### config.mk
export PLATFORM = sky130hd
export DESIGN_NAME = mem_preload_loader
export DESIGN_NICKNAME = d
export VERILOG_FILES = /design/src/rtl/top_pkg.sv /design/src/rtl/mem_preload_loader.sv
export SDC_FILE = /design/constraint.sdc
export NUM_CORES = 1
export LEC_CHECK = 0
export BUFFER_PORTS_ARGS = -buffer_cell sky130_fd_sc_hd__buf_2
export CORE_ASPECT_RATIO = 1.75
export CORE_MARGIN = 2
export CORE_UTILIZATION = 45
export DETAILED_ROUTE_END_ITERATION = 8
export PLACE_DENSITY_LB_ADDON = 0.05
export SLEW_MARGIN = 15
export SYNTH_ARGS = -nofsm -noshare
export SYNTH_HDL_FRONTEND = slang
export SYNTH_SLANG_ARGS = --single-unit
### constraint.sdc
create_clock -name clk_i -period 3.1 [get_ports clk_i]
set_clock_uncertainty 0.15 [all_clocks]
set_input_delay 0.31 -clock clk_i [delete_from_list [all_inputs] [get_ports clk_i]]
set_output_delay 0.31 -clock clk_i [all_outputs]
set_load 0.05 [all_outputs]
### src/rtl/top_pkg.sv
// Shared top-level constants for the memory subsystem.
//   TL_DW : data bus width in bits, used as the default memory word width.
package top_pkg;
    parameter int TL_DW = 32;
endpackage

### src/rtl/mem_preload_loader.sv
// mem_preload_loader
// Streams a preload image into one of NUM_MEM word-addressed memories
// (0 = ICCM, 1 = DCCM by default) before the core is released.
// A command picks the target memory, start address and word count. Data
// words then arrive on a separate handshake, and each one becomes a
// registered single-cycle write. A finish command ends the preload and
// holds preload_finish_o high until reset.
//
// Ports
//   clk_i, rst_ni          clock, synchronous active-low reset
//   cmd_valid_i/ready_o    command handshake (sel, addr, len, finish)
//   dat_valid_i/ready_o    data handshake (wdata, bit wmask)
//   mem_we_o               one-hot write strobe, one bit per memory
//   mem_wdata/wmask/waddr  registered write bus, held while mem_we_o = 0
//   preload_finish_o       preload complete
//   err_o                  sticky: a command was rejected
//   words_written_o        saturating count of words written since reset
//
// state | meaning
// ------+-----------------------------------------------------------
// IDLE  | waiting for a command
// LOAD  | accepting data words until the remaining count reaches zero
// DONE  | preload finished; all handshakes closed until reset
module mem_preload_loader #(
    parameter int DW      = top_pkg::TL_DW,
    parameter int AW      = 11,
    parameter int NUM_MEM = 2,
    parameter int SW      = (NUM_MEM > 1) ? $clog2(NUM_MEM) : 1
) (
    input  logic               clk_i,
    input  logic               rst_ni,
    input  logic               cmd_valid_i,
    output logic               cmd_ready_o,
    input  logic [SW-1:0]      cmd_sel_i,
    input  logic [AW-1:0]      cmd_addr_i,
    input  logic [AW:0]        cmd_len_i,
    input  logic               cmd_finish_i,
    input  logic               dat_valid_i,
    output logic               dat_ready_o,
    input  logic [DW-1:0]      dat_wdata_i,
    input  logic [DW-1:0]      dat_wmask_i,
    output logic [NUM_MEM-1:0] mem_we_o,
    output logic [DW-1:0]      mem_wdata_o,
    output logic [DW-1:0]      mem_wmask_o,
    output logic [AW-1:0]      mem_waddr_o,
    output logic               preload_finish_o,
    output logic               err_o,
    output logic [AW+7:0]      words_written_o
);

    localparam int CW = AW + 8;
    localparam logic [AW+1:0] DEPTH_W = {2'b01, {AW{1'b0}}};

    typedef enum logic [1:0] {IDLE, LOAD, DONE} state_t;

    state_t             state_q, state_d;
    logic [SW-1:0]      sel_q, sel_d;
    logic [AW-1:0]      addr_q, addr_d;
    logic [AW:0]        rem_q, rem_d;
    logic [NUM_MEM-1:0] we_q, we_d;
    logic [DW-1:0]      wdata_q, wdata_d;
    logic [DW-1:0]      wmask_q, wmask_d;
    logic [AW-1:0]      waddr_q, waddr_d;
    logic               err_q, err_d;
    logic [CW-1:0]      cnt_q, cnt_d;

    logic [AW+1:0]      end_addr;
    logic               cmd_bad;
    logic [NUM_MEM-1:0] sel_oh;

    // Two extra bits so addr + len can never wrap before the depth compare.
    assign end_addr = {2'b00, cmd_addr_i} + {1'b0, cmd_len_i};
    assign cmd_bad  = (int'(cmd_sel_i) >= NUM_MEM) || (end_addr > DEPTH_W);

    always_comb begin
        sel_oh = '0;
        for (int i = 0; i < NUM_MEM; i++) begin
            sel_oh[i] = (int'(sel_q) == i);
        end
    end

    always_comb begin
        state_d     = state_q;
        sel_d       = sel_q;
        addr_d      = addr_q;
        rem_d       = rem_q;
        we_d        = '0;
        wdata_d     = wdata_q;
        wmask_d     = wmask_q;
        waddr_d     = waddr_q;
        err_d       = err_q;
        cnt_d       = cnt_q;
        cmd_ready_o = 1'b0;
        dat_ready_o = 1'b0;

        unique case (state_q)
            IDLE: begin
                // Ready is gated by reset so nothing is handshaken while held.
                cmd_ready_o = rst_ni;
                if (cmd_valid_i && rst_ni) begin
                    if (cmd_finish_i) begin
                        state_d = DONE;
                    end else if (cmd_bad) begin
                        err_d = 1'b1;
                    end else if (cmd_len_i != '0) begin
                        sel_d   = cmd_sel_i;
                        addr_d  = cmd_addr_i;
                        rem_d   = cmd_len_i;
                        state_d = LOAD;
                    end
                end
            end
            LOAD: begin
                dat_ready_o = rst_ni;
                if (dat_valid_i && rst_ni) begin
                    we_d    = sel_oh;
                    wdata_d = dat_wdata_i;
                    wmask_d = dat_wmask_i;
                    waddr_d = addr_q;
                    addr_d  = addr_q + AW'(1);
                    rem_d   = rem_q - (AW+1)'(1);
                    if (cnt_q != '1) begin
                        cnt_d = cnt_q + CW'(1);
                    end
                    if (rem_q == (AW+1)'(1)) begin
                        state_d = IDLE;
                    end
                end
            end
            DONE: begin
            end
            default: state_d = IDLE;
        endcase
    end

    always_ff @(posedge clk_i) begin
        if (!rst_ni) begin
            state_q <= IDLE;
            sel_q   <= '0;
            addr_q  <= '0;
            rem_q   <= '0;
            we_q    <= '0;
            wdata_q <= '0;
            wmask_q <= '0;
            waddr_q <= '0;
            err_q   <= 1'b0;
            cnt_q   <= '0;
        end else begin
            state_q <= state_d;
            sel_q   <= sel_d;
            addr_q  <= addr_d;
            rem_q   <= rem_d;
            we_q    <= we_d;
            wdata_q <= wdata_d;
            wmask_q <= wmask_d;
            waddr_q <= waddr_d;
            err_q   <= err_d;
            cnt_q   <= cnt_d;
        end
    end

    assign mem_we_o         = we_q;
    assign mem_wdata_o      = wdata_q;
    assign mem_wmask_o      = wmask_q;
    assign mem_waddr_o      = waddr_q;
    assign preload_finish_o = (state_q == DONE);
    assign err_o            = err_q;
    assign words_written_o  = cnt_q;

endmodule
-- Word level (Yosys, flattened, before mapping)
Index checks and enable logic that the tools add are counted.
- memories kept: 0
- register bits after elaboration: 123
- ROM bits: 0
- RAM bits: 0
- output and inout bits: 100
- latch bits: 0
- mux-type cells: 21
- shifts and indexed selects: 0
- $lt $le $gt $ge: 1
- equal/unequal tests: 12
- add/sub/neg operators: 4
- multiply operators: 0
- bitwise gates (word level): 4
- div/mod/pow operators: 0
- reductions and logical operators: 12
- operator list (kind ; number):
    12-bit 2-to-1 mux ; 5
    11-bit 2-to-1 mux ; 5
    12-bit one-hot mux with 2 select lines ; 1
    11-bit one-hot mux with 2 select lines ; 1
    19-bit by 1-bit adder with 19-bit output (second input constant) ; 1
    19-bit inequality test (second input constant) ; 1
    11-bit by 12-bit adder with 13-bit output ; 1
    13-bit by 12-bit > comparator with 1-bit output (second input constant) ; 1
    12-bit by 1-bit == test with 1-bit output (second input constant) ; 1
    2-bit 2-to-1 mux ; 6
    2-bit inequality test (second input constant) ; 6
    6-bit AND reduction ; 2
    12-bit nonzero test ; 1
    12-bit by 1-bit subtractor with 12-bit output (second input constant) ; 1
    11-bit by 1-bit adder with 11-bit output (second input constant) ; 1
    3-bit inequality test (second input constant) ; 2
    2-bit one-hot mux with 3 select lines ; 1
    3-bit AND reduction ; 2
    5-bit AND reduction ; 1
    1-bit NOT ; 4
    4-bit AND reduction ; 1
    2-bit by 1-bit == test with 1-bit output (second input constant) ; 1
    2-bit == test (second input constant) ; 1
    1-bit logical AND ; 2
    other kinds (4) ; 5

-- Longest topological paths before layout
Gate-level depths: netlist of run 1.
- depth in word-level cells: 6
- depth in mapped cells: 12

-- Worst setup path after synthesis of run 1
Ideal clock, no wire load.
- kind: input -> register
- start point: input cmd_addr_i[0]
- end point: register addr_q[7]
- arrival: 2.967 ns
- slack: -0.153 ns
- cell stages on the path: 12
- required time: 2.814 ns
- path through: ha_1 > fa_1 > a211oi_1 > o21ai_0 > xnor2_1 > nand2_1 > or4_4 > o31ai_4 > nand3_4 > o31ai_4 > buf_6 > o22ai_1
- longest elaborated chain between the ends: 4
- ends and longest elaborated chain (element ; line ; RTL):
    start: declaration ; mem_preload_loader.sv:35 ; input logic [AW-1:0] cmd_addr_i,
    11-bit by 12-bit adder with 13-bit output ; mem_preload_loader.sv:72 ; assign end_addr = {2'b00, cmd_addr_i} + {1'b0, cmd_len_i};
    13-bit by 12-bit > comparator with 1-bit output ; mem_preload_loader.sv:73 ; assign cmd_bad = (int'(cmd_sel_i) >= NUM_MEM) || (end_addr > DEPTH_W);
    2-bit inequality test (no line) ; -- ;
    6-bit AND reduction (no line) ; -- ;
    end signal: assignment ; mem_preload_loader.sv:151 ; addr_q <= addr_d;
    end: declaration ; mem_preload_loader.sv:58 ; logic [AW-1:0] addr_q, addr_d;
Every way passes these cells.
A chain may end at the register's enable or synchronous reset.

-- Final worst setup path of run 1
- start point: input cmd_addr_i[0]
- end point: register addr_q[9]
The elaborated chain is that of the path after synthesis.

==> results of run 1 <==
[cell usage after synthesis (2+ instances only)]
| master | instances |
|---|---|
| a211o_1 | 3 |
| mux2i_1 | 4 |
| nor3_1 | 14 |
| a31oi_1 | 3 |
| a311oi_1 | 3 |
| a22oi_1 | 3 |
| dfxtp_1 | 123 |
| and3_1 | 6 |
| o211ai_1 | 5 |
| o22ai_1 | 16 |
| nand3b_1 | 2 |
| o31ai_4 | 2 |
| nand2_1 | 177 |
| inv_1 | 8 |
| xor2_1 | 10 |
| nand4_1 | 12 |
| buf_1 | 6 |
| clkbuf_1 | 32 |
| and4_1 | 3 |
| or2_2 | 2 |
| a21boi_0 | 2 |
| xnor2_1 | 15 |
| a21oi_1 | 29 |
| nor4b_1 | 2 |
| nand3_1 | 94 |
| nor4_1 | 7 |
| o31ai_1 | 3 |
| nand2b_1 | 4 |
| o21ai_0 | 25 |
| nor2_1 | 21 |
| o21a_1 | 2 |
| and2_1 | 18 |
| or3_1 | 4 |
| nor2b_1 | 6 |
| a21o_1 | 3 |
| ha_1 | 15 |
| or4_1 | 2 |
[stage by stage]
stage,cell area [µm²],setup TNS [ps]
after detailed placement,6974,-5567
after floorplan,5625,-994.1
after global placement,6974,-4258
after global routing,8227,0
after CTS,8227,0
final,8227,0
[worst min-delay path by stage]
stage | start | to | slack, ps | cells past startpoint
6_report | cmd_valid_i | state_q[1] | 10 | 3
5_1_grt | cmd_addr_i[2] | addr_q[2] | 40 | 3
2_1_floorplan | sel_q | mem_we_o[0] | 260 | 1
3_5_place_dp | mem_wdata_o[7] | mem_wdata_o[7] | 290 | 2
3_3_place_gp | mem_wmask_o[9] | mem_wmask_o[9] | 290 | 2
4_1_cts | cmd_valid_i | state_q[1] | 4 | 3
[logic make-up after synthesis]
group	Yosys count	synth area share (%)
DFF	123	43.96
buffers and inverters	48	3.373
adders and majority gates	16	3.708
muxes	4	0.7148
xor gates and xnor gates	25	3.909
AOI/OAI and AO/OA	106	12.29
and+or+nand+nor	379	32.05
[state kept, by name (all words and copies together), names as in the netlist]
signal	flops
mem_waddr_o	11
state_q	2
rem_q	12
sel_q	1
addr_q	11
mem_wmask_o	32
err_o	1
mem_we_o	2
mem_wdata_o	32
words_written_o	19
[power by group]
part	switching [µW]	total, µW	internal (µW)	leakage (µW)
Clock	763	2040	1270	0.000292
Combinational	439	742	303	0.00274
Sequential	60.5	1710	1650	0.000994
Total	1260	4480	3220	0.00402
[placed cells by master (no fill, tap or decap), types with 3 or more instances in the layout]
cell type      netlist  layout
buf_2                1     191
nand2_1            177     177
dfxtp_1            123     123
nand3_1             94      93
dlygate4sd3_1        0      65
buf_4                0      38
a21oi_1             29      29
o21ai_0             25      24
nor2_1              21      20
and2_1              18      18
clkbuf_16            0      17
o22ai_1             16      16
xnor2_1             15      15
nor3_1              14      14
ha_1                15      14
nand4_1             12      12
xor2_1              10      10
inv_1                8       8
nor4_1               7       7
nor2b_1              6       6
and3_1               6       6
o211ai_1             5       5
clkinv_4             0       5
nand2b_1             4       4
or3_1                4       4
mux2i_1              4       4
a21o_1               3       3
a22oi_1              3       3
a31oi_1              3       3
a211o_1              3       3
a311oi_1             3       3
o31ai_1              3       3
and4_1               3       3
bufinv_16            0       3
[per-layer routing]
| metal | wire length (µm) | global-route usage (%) | up-vias |
|---|---|---|---|
| met5 | 0 | 0 | - |
| met4 | 746 | 13.11 | 0 |
| met3 | 1017 | 6.934 | 51 |
| met2 | 9629 | 49.17 | 241 |
| met1 | 6718 | 28.58 | 2855 |
| li1 | - | - | 2994 |
[critical path: cells and delay by family]
kind | cells | cell delay (ps)
AND/OR/NAND/NOR | 4 | 1050
AO/OA/AOI/OAI | 3 | 550
XOR/XNOR | 1 | 160
buffers and inverters | 3 | 510
adder cells (fa/ha/maj) | 2 | 560
[layout make-up]
class / count / area, µm²
fill: 1012 / 3842
multi-input combinational: 530 / 2994
inverter: 8 / 30.03
clock inverter: 13 / 168.9
sequential: 123 / 2462
timing repair buffer: 296 / 1932
tap: 165 / 206.4
clock buffer: 19 / 432.9
[what timing repair did]
item	CTS	global route
gates resized for setup	0	0
hold buffers	65	0
hold endpoints to repair	65	0
buffers inserted	0	0
==> run_results.csv, run 1 <==
group,metric,value,unit
route,avgRoutedWirePerCell,15.69,µm
global_route,gr-total-overflow,0,
run_status,status,"complete, no violations",
synth,async_flop_share,0,%
critical_path,cp-startpoint,"cmd_addr_i[0]",
global_route,grtUsageTotal,27.19,%
floorplan,ioPinCount,193,
synth,synth.top_cell.area_share,43.96,%
flow_run,drv_cap,0,
critical_path,endpoint,"addr_q[9]",
synth,syn_nets,810,
route,avgViaCountPerCell,5.321,
critical_path,crit_arrival,3140,ps
placed_design,pre_cts_ws,-254.6,ps
timing,drv_slew,0,
critical_path,slowest_stage,"or4_4",
critical_path,path_common_cell,"buf_4",
timing,rsz0062_at_grt,"false",
synth,ys_types,52,
critical_path,cp_slowest_stage_delay,550,ps
synth,synthesis.area,0.005602,mm²
route,first_iter_violations,260,
synth,synth_top_area_cell,"dfxtp_1",
synth,seq_area_frac_synth,43.96,%
clocking,cts_buffer_depth,2,
floorplan,dieArea,0.01339,mm²
synth,ys_ff_latch,123,
route,vias,6141,
timing,fmax,337.6,MHz
global_route,antenna_found_initial,0,
power_and_ir_drop,p_total,4484,µW
placed_design,dp.cells,1057,
synth,syn_inst,701,
worst_hold_path,hold_path_class,"primary input to flip-flop",
route,final_antenna_net_count,0,
clocking,clk_latency,410,ps
power_and_ir_drop,powerDensity,545.0,mW/mm²
timing,worstMarginPinSlew,945.6,ps
critical_path,cp-start-kind,"primary input",
timing,min_period,2962,ps
clocking,path_clk_slew,60,ps
global_route,grt_pass1_vias,6164,
timing,slew_headroom,36.96,%
route,routed_wl,18.11,mm
floorplan,coreArea,0.01207,mm²
timing,hold_slack,12.21,ps
synth,synth-main-ff-cell,"dfxtp_1",
route,dr.pass1.iters,7,
finish,antennaDiodeCount,0,
critical_path,required,3270,ps
critical_path,critPathKind,"primary input to flip-flop",
power_and_ir_drop,ir_drop,444.6,µV
finish,drive_above_1_share,28.01,%
route,drc_errors,0,
placed_design,hpwlAfterDp,12.15,mm
synth,yosys_warnings,0,
floorplan,start_util,46.41,%
finish,postLayoutCoreUtil,68.16,%
floorplan,rows,53,
timing,setup_viol,0,
timing,final-hold-violation-count,0,
finish,area_growth,46.86,%
critical_path,reg2reg_depth,9,
synth,syn_area_per_cell,7.991,µm²
floorplan,die_h,151.6,µm
timing,layout_setup_ws,138.2,ps
clocking,root_buffer,"clkbuf_16",
critical_path,timing.rr.start,"words_written_o[0]",
placed_design,place.gp.congestion,0.8319,
clocking,cts_tree,"yes",
finish,nets,1085,
clocking,cts_buffers,17,
timing,finalCritPeriodShare,95.54,%
global_route,grt_pass1_wl,28.69,mm
synth,synthTopCellsByArea,"dfxtp_1 44%, nand2_1 12%, nand3_1 8.4%",
global_route,grt_max_degree,97,
clocking,htree_levels,4,
critical_path,r2r-end,"words_written_o[16]",
critical_path,crit_chain,"buf_2 > ha_4 > fa_2 > a211oi_2 > o21ai_2 > xnor2_1 > nand2_1 > or4_4 > buf_4 > nor4_4 > nor2_1 > buf_4 > o22ai_1",
power_and_ir_drop,p_leak,0.004025,µW
synth,synth_edf_count,0,
critical_path,rrSetupSlack,500,ps
clocking,clock_sinks,123,
placed_design,port-buffer-count,192,
critical_path,cp_max_fo,18,
floorplan,fp.dieW,88.34,µm
finish,final_cells,1154,
critical_path,end_kind,"flip-flop",
No activity file was read; power rests on OpenSTA's default activity.
==> inputs of run 2 (changes only) <==
- ABC_AREA: default -> 1
- CORE_UTILIZATION: 45 -> 46
==> run_results.csv, run 2 <==
group,metric,value,unit
finish,layout_commonest_cell,"nand2_1",
timing,finalSetupTns,0,ps
timing,rsz0062_at_grt,"false",
critical_path,path_common_cell,"nor2_1",
route,avgViaCountPerCell,4.937,
route,final_antenna_net_count,0,
critical_path,slowest_stage,"fa_1",
finish,fillers,1234,
timing,final-hold-violation-count,0,
critical_path,r2r-end,"words_written_o[17]",
route,drc_errors,0,
timing,slew_headroom,53.91,%
global_route,grt_pass1_vias,6485,
clocking,root_buffer,"clkbuf_16",
critical_path,cp-start-kind,"primary input",
synth,synthesis.area,0.006095,mm²
synth,ys_ff_latch,123,
floorplan,dieArea,0.01422,mm²
route,dr.pass1.iters,5,
run_status,status,"complete, no violations",
critical_path,crit_chain,"buf_2 > ha_1 > fa_1 > or2_2 > a21oi_1 > nand3_1 > nor2_1 > nand2_1 > nor2_1 > nand3_2 > nand3_2 > nand4_4 > buf_12 > nor2_1 > nor2_1",
finish,drive_above_1_share,21.31,%
power_and_ir_drop,ir_drop,499.8,µV
critical_path,crit_arrival,2580,ps
route,routed_wl,18.94,mm
synth,syn_area_per_cell,6.639,µm²
global_route,grtUsageTotal,26.78,%
route,first_iter_violations,196,
timing,worstMarginPinSlew,690.6,ps
power_and_ir_drop,powerDensity,731.0,mW/mm²
placed_design,place.gp.congestion,0.9328,
global_route,grt_max_degree,132,
clocking,cts_tree,"yes",
synth,yosys-top-cells-count,"289 x nand2_1, 123 x dfxtp_1, 102 x o21ai_0",
placed_design,dpl_cell_area,0.007168,mm²
synth,syn_nets,1027,
synth,syn_inst,918,
finish,antennaDiodeCount,0,
placed_design,hpwlAfterDp,13.60,mm
critical_path,end_kind,"flip-flop",
synth,synth.top_cell.area_share,40.40,%
critical_path,timing.rr.start,"words_written_o[0]",
timing,setup_viol,0,
clocking,cts_buffer_depth,2,
global_route,antenna_found_initial,0,
synth,synth_edf_count,0,
synth,yosysMostFrequentCell,"nand2_1",
power_and_ir_drop,p_total,6124,µW
floorplan,rows,55,
synth,synthTopCellsByArea,"dfxtp_1 40%, nand2_1 18%, o21ai_0 8.4%",
global_route,gr-total-overflow,0,
route,vias,6635,
critical_path,required,3240,ps
finish,layout_common_cells,"289 x nand2_1, 191 x buf_2, 123 x dfxtp_1",
floorplan,die_h,156.3,µm
clocking,path_clk_slew,60,ps
finish,nets,1269,
critical_path,critPathKind,"primary input to flip-flop",
synth,async_flop_share,0,%
critical_path,rrSetupSlack,910,ps
critical_path,cp_slowest_stage_delay,430,ps
placed_design,port-buffer-count,192,
critical_path,cp-startpoint,"cmd_addr_i[0]",
floorplan,coreArea,0.01294,mm²
clocking,cts_buffers,17,
finish,area_growth,37.47,%
floorplan,start_util,47.11,%
critical_path,cp_max_fo,43,
clocking,clk_latency,410,ps
synth,synth_top_area_cell,"dfxtp_1",
flow_run,drv_cap,0,
clocking,cts_resized,0,
critical_path,reg2reg_depth,10,
timing,finalCritPeriodShare,78.48,%
timing,fmax,411.0,MHz
route,avgRoutedWirePerCell,14.10,µm
floorplan,fp.dieW,91.01,µm
timing,drv_slew,0,
clocking,htree_levels,4,
power_and_ir_drop,p_leak,0.004081,µW
synth,seq_area_frac_synth,40.40,%
synth,yosys_warnings,0,
finish,final_area,0.008378,mm²
synth,ys_types,38,
critical_path,endpoint,"addr_q[5]",
worst_hold_path,hold_path_class,"primary input to flip-flop",
synth,synth-main-ff-cell,"dfxtp_1",
floorplan,ioPinCount,193,
timing,min_period,2433,ps
global_route,grt_pass1_wl,30.37,mm
clocking,clock_sinks,123,
-- run 2: cell types whose count changed after synthesis, moves of 6 or more --
cell / previous run / this run
and2_1: 18 / 0
inv_1: 8 / 96
o22ai_1: 16 / 2
nand2_1: 177 / 289
nor2_1: 21 / 92
o21ai_0: 25 / 102
nand3_1: 94 / 55
xnor2_1: 15 / 1
nor2b_1: 6 / 0
-- run 2: worst min path at each step --
stage,start,cells past startpoint,endpoint
6_report,dat_wdata_i[29],3,mem_wdata_o[29]
5_1_grt,dat_wdata_i[29],3,mem_wdata_o[29]
3_5_place_dp,sel_q,1,mem_we_o[0]
2_1_floorplan,sel_q,1,mem_we_o[0]
3_3_place_gp,sel_q,1,mem_we_o[0]
4_1_cts,dat_wdata_i[29],3,mem_wdata_o[29]
-- run 2: critical path, delay by kind of cell --
family,cells,cell delay (ps)
adders and majority gates,2,670
and+or+nand+nor,10,1140
AOI/OAI and AO/OA,1,120
buffers and inverters,2,300
-- run 2: final cells by class --
type / instances / area, µm² / share of cell area (%)
clock inverters: 10 / 115.1 / 1.374
clock buffers: 22 / 464.2 / 5.541
well taps: 171 / 214.0 / 2.554
multi-input cells: 657 / 3083 / 36.80
flip-flops and latches: 123 / 2462 / 29.39
repair buffers: 261 / 1664 / 19.86
inverters: 100 / 375.4 / 4.480
-- run 2: report_power, final --
part	switching [µW]	internal [µW]	total (µW)	leakage [µW]
Sequential	167	1820	1980	0.000996
Combinational	1540	664	2200	0.00281
Clock	716	1230	1940	0.000277
Total	2420	3710	6120	0.00408
-- run 2: metrics by stage --
stage / setup WS, ps / cells / utilization [%] / hold WS, ps
after floorplan: 601.7 / 918 / - / 242.5
after global placement: 301.6 / 1249 / 55.41 / 248.8
after detailed placement: 252.7 / 1249 / 55.41 / 260.9
after CTS: 672.6 / 1344 / 64.76 / 4.804
after global routing: 483.7 / 1344 / 64.76 / 18.93
final: 667.0 / 1344 / 64.76 / 13.03
-- run 2: kinds of logic (layout without fill, tap and decap cells) --
group / after synthesis / count (layout) / share of synthesized area [%]
AND/OR/NAND/NOR: 492 / 492 / 34.06
buffers and inverters: 138 / 393 / 9.012
adder cells (fa/ha/maj): 16 / 16 / 3.408
flip-flops: 123 / 123 / 40.40
AO/OA/AOI/OAI: 143 / 143 / 12.26
XOR/XNOR: 6 / 6 / 0.8622
-- run 2: routing by layer --
| metal | up-vias | track usage [%] | share of wire (%) | wire [µm] |
|---|---|---|---|---|
| met3 | 53 | 6.933 | 5.8 | 1103 |
| met4 | 0 | 15.01 | 4.7 | 883 |
| met1 | 2958 | 27.02 | 37 | 7074 |
| met5 | - | 0 | 0 | 0 |
| met2 | 215 | 49.42 | 52 | 9883 |
| li1 | 3409 | - | - | - |
-- run 2: repair_timing --
item / CTS / global route
buffers inserted: 0 / 0
endpoints found under the setup margin: 0 / 0
endpoints found under the hold margin: 63 / 0
hold buffers: 63 / 0
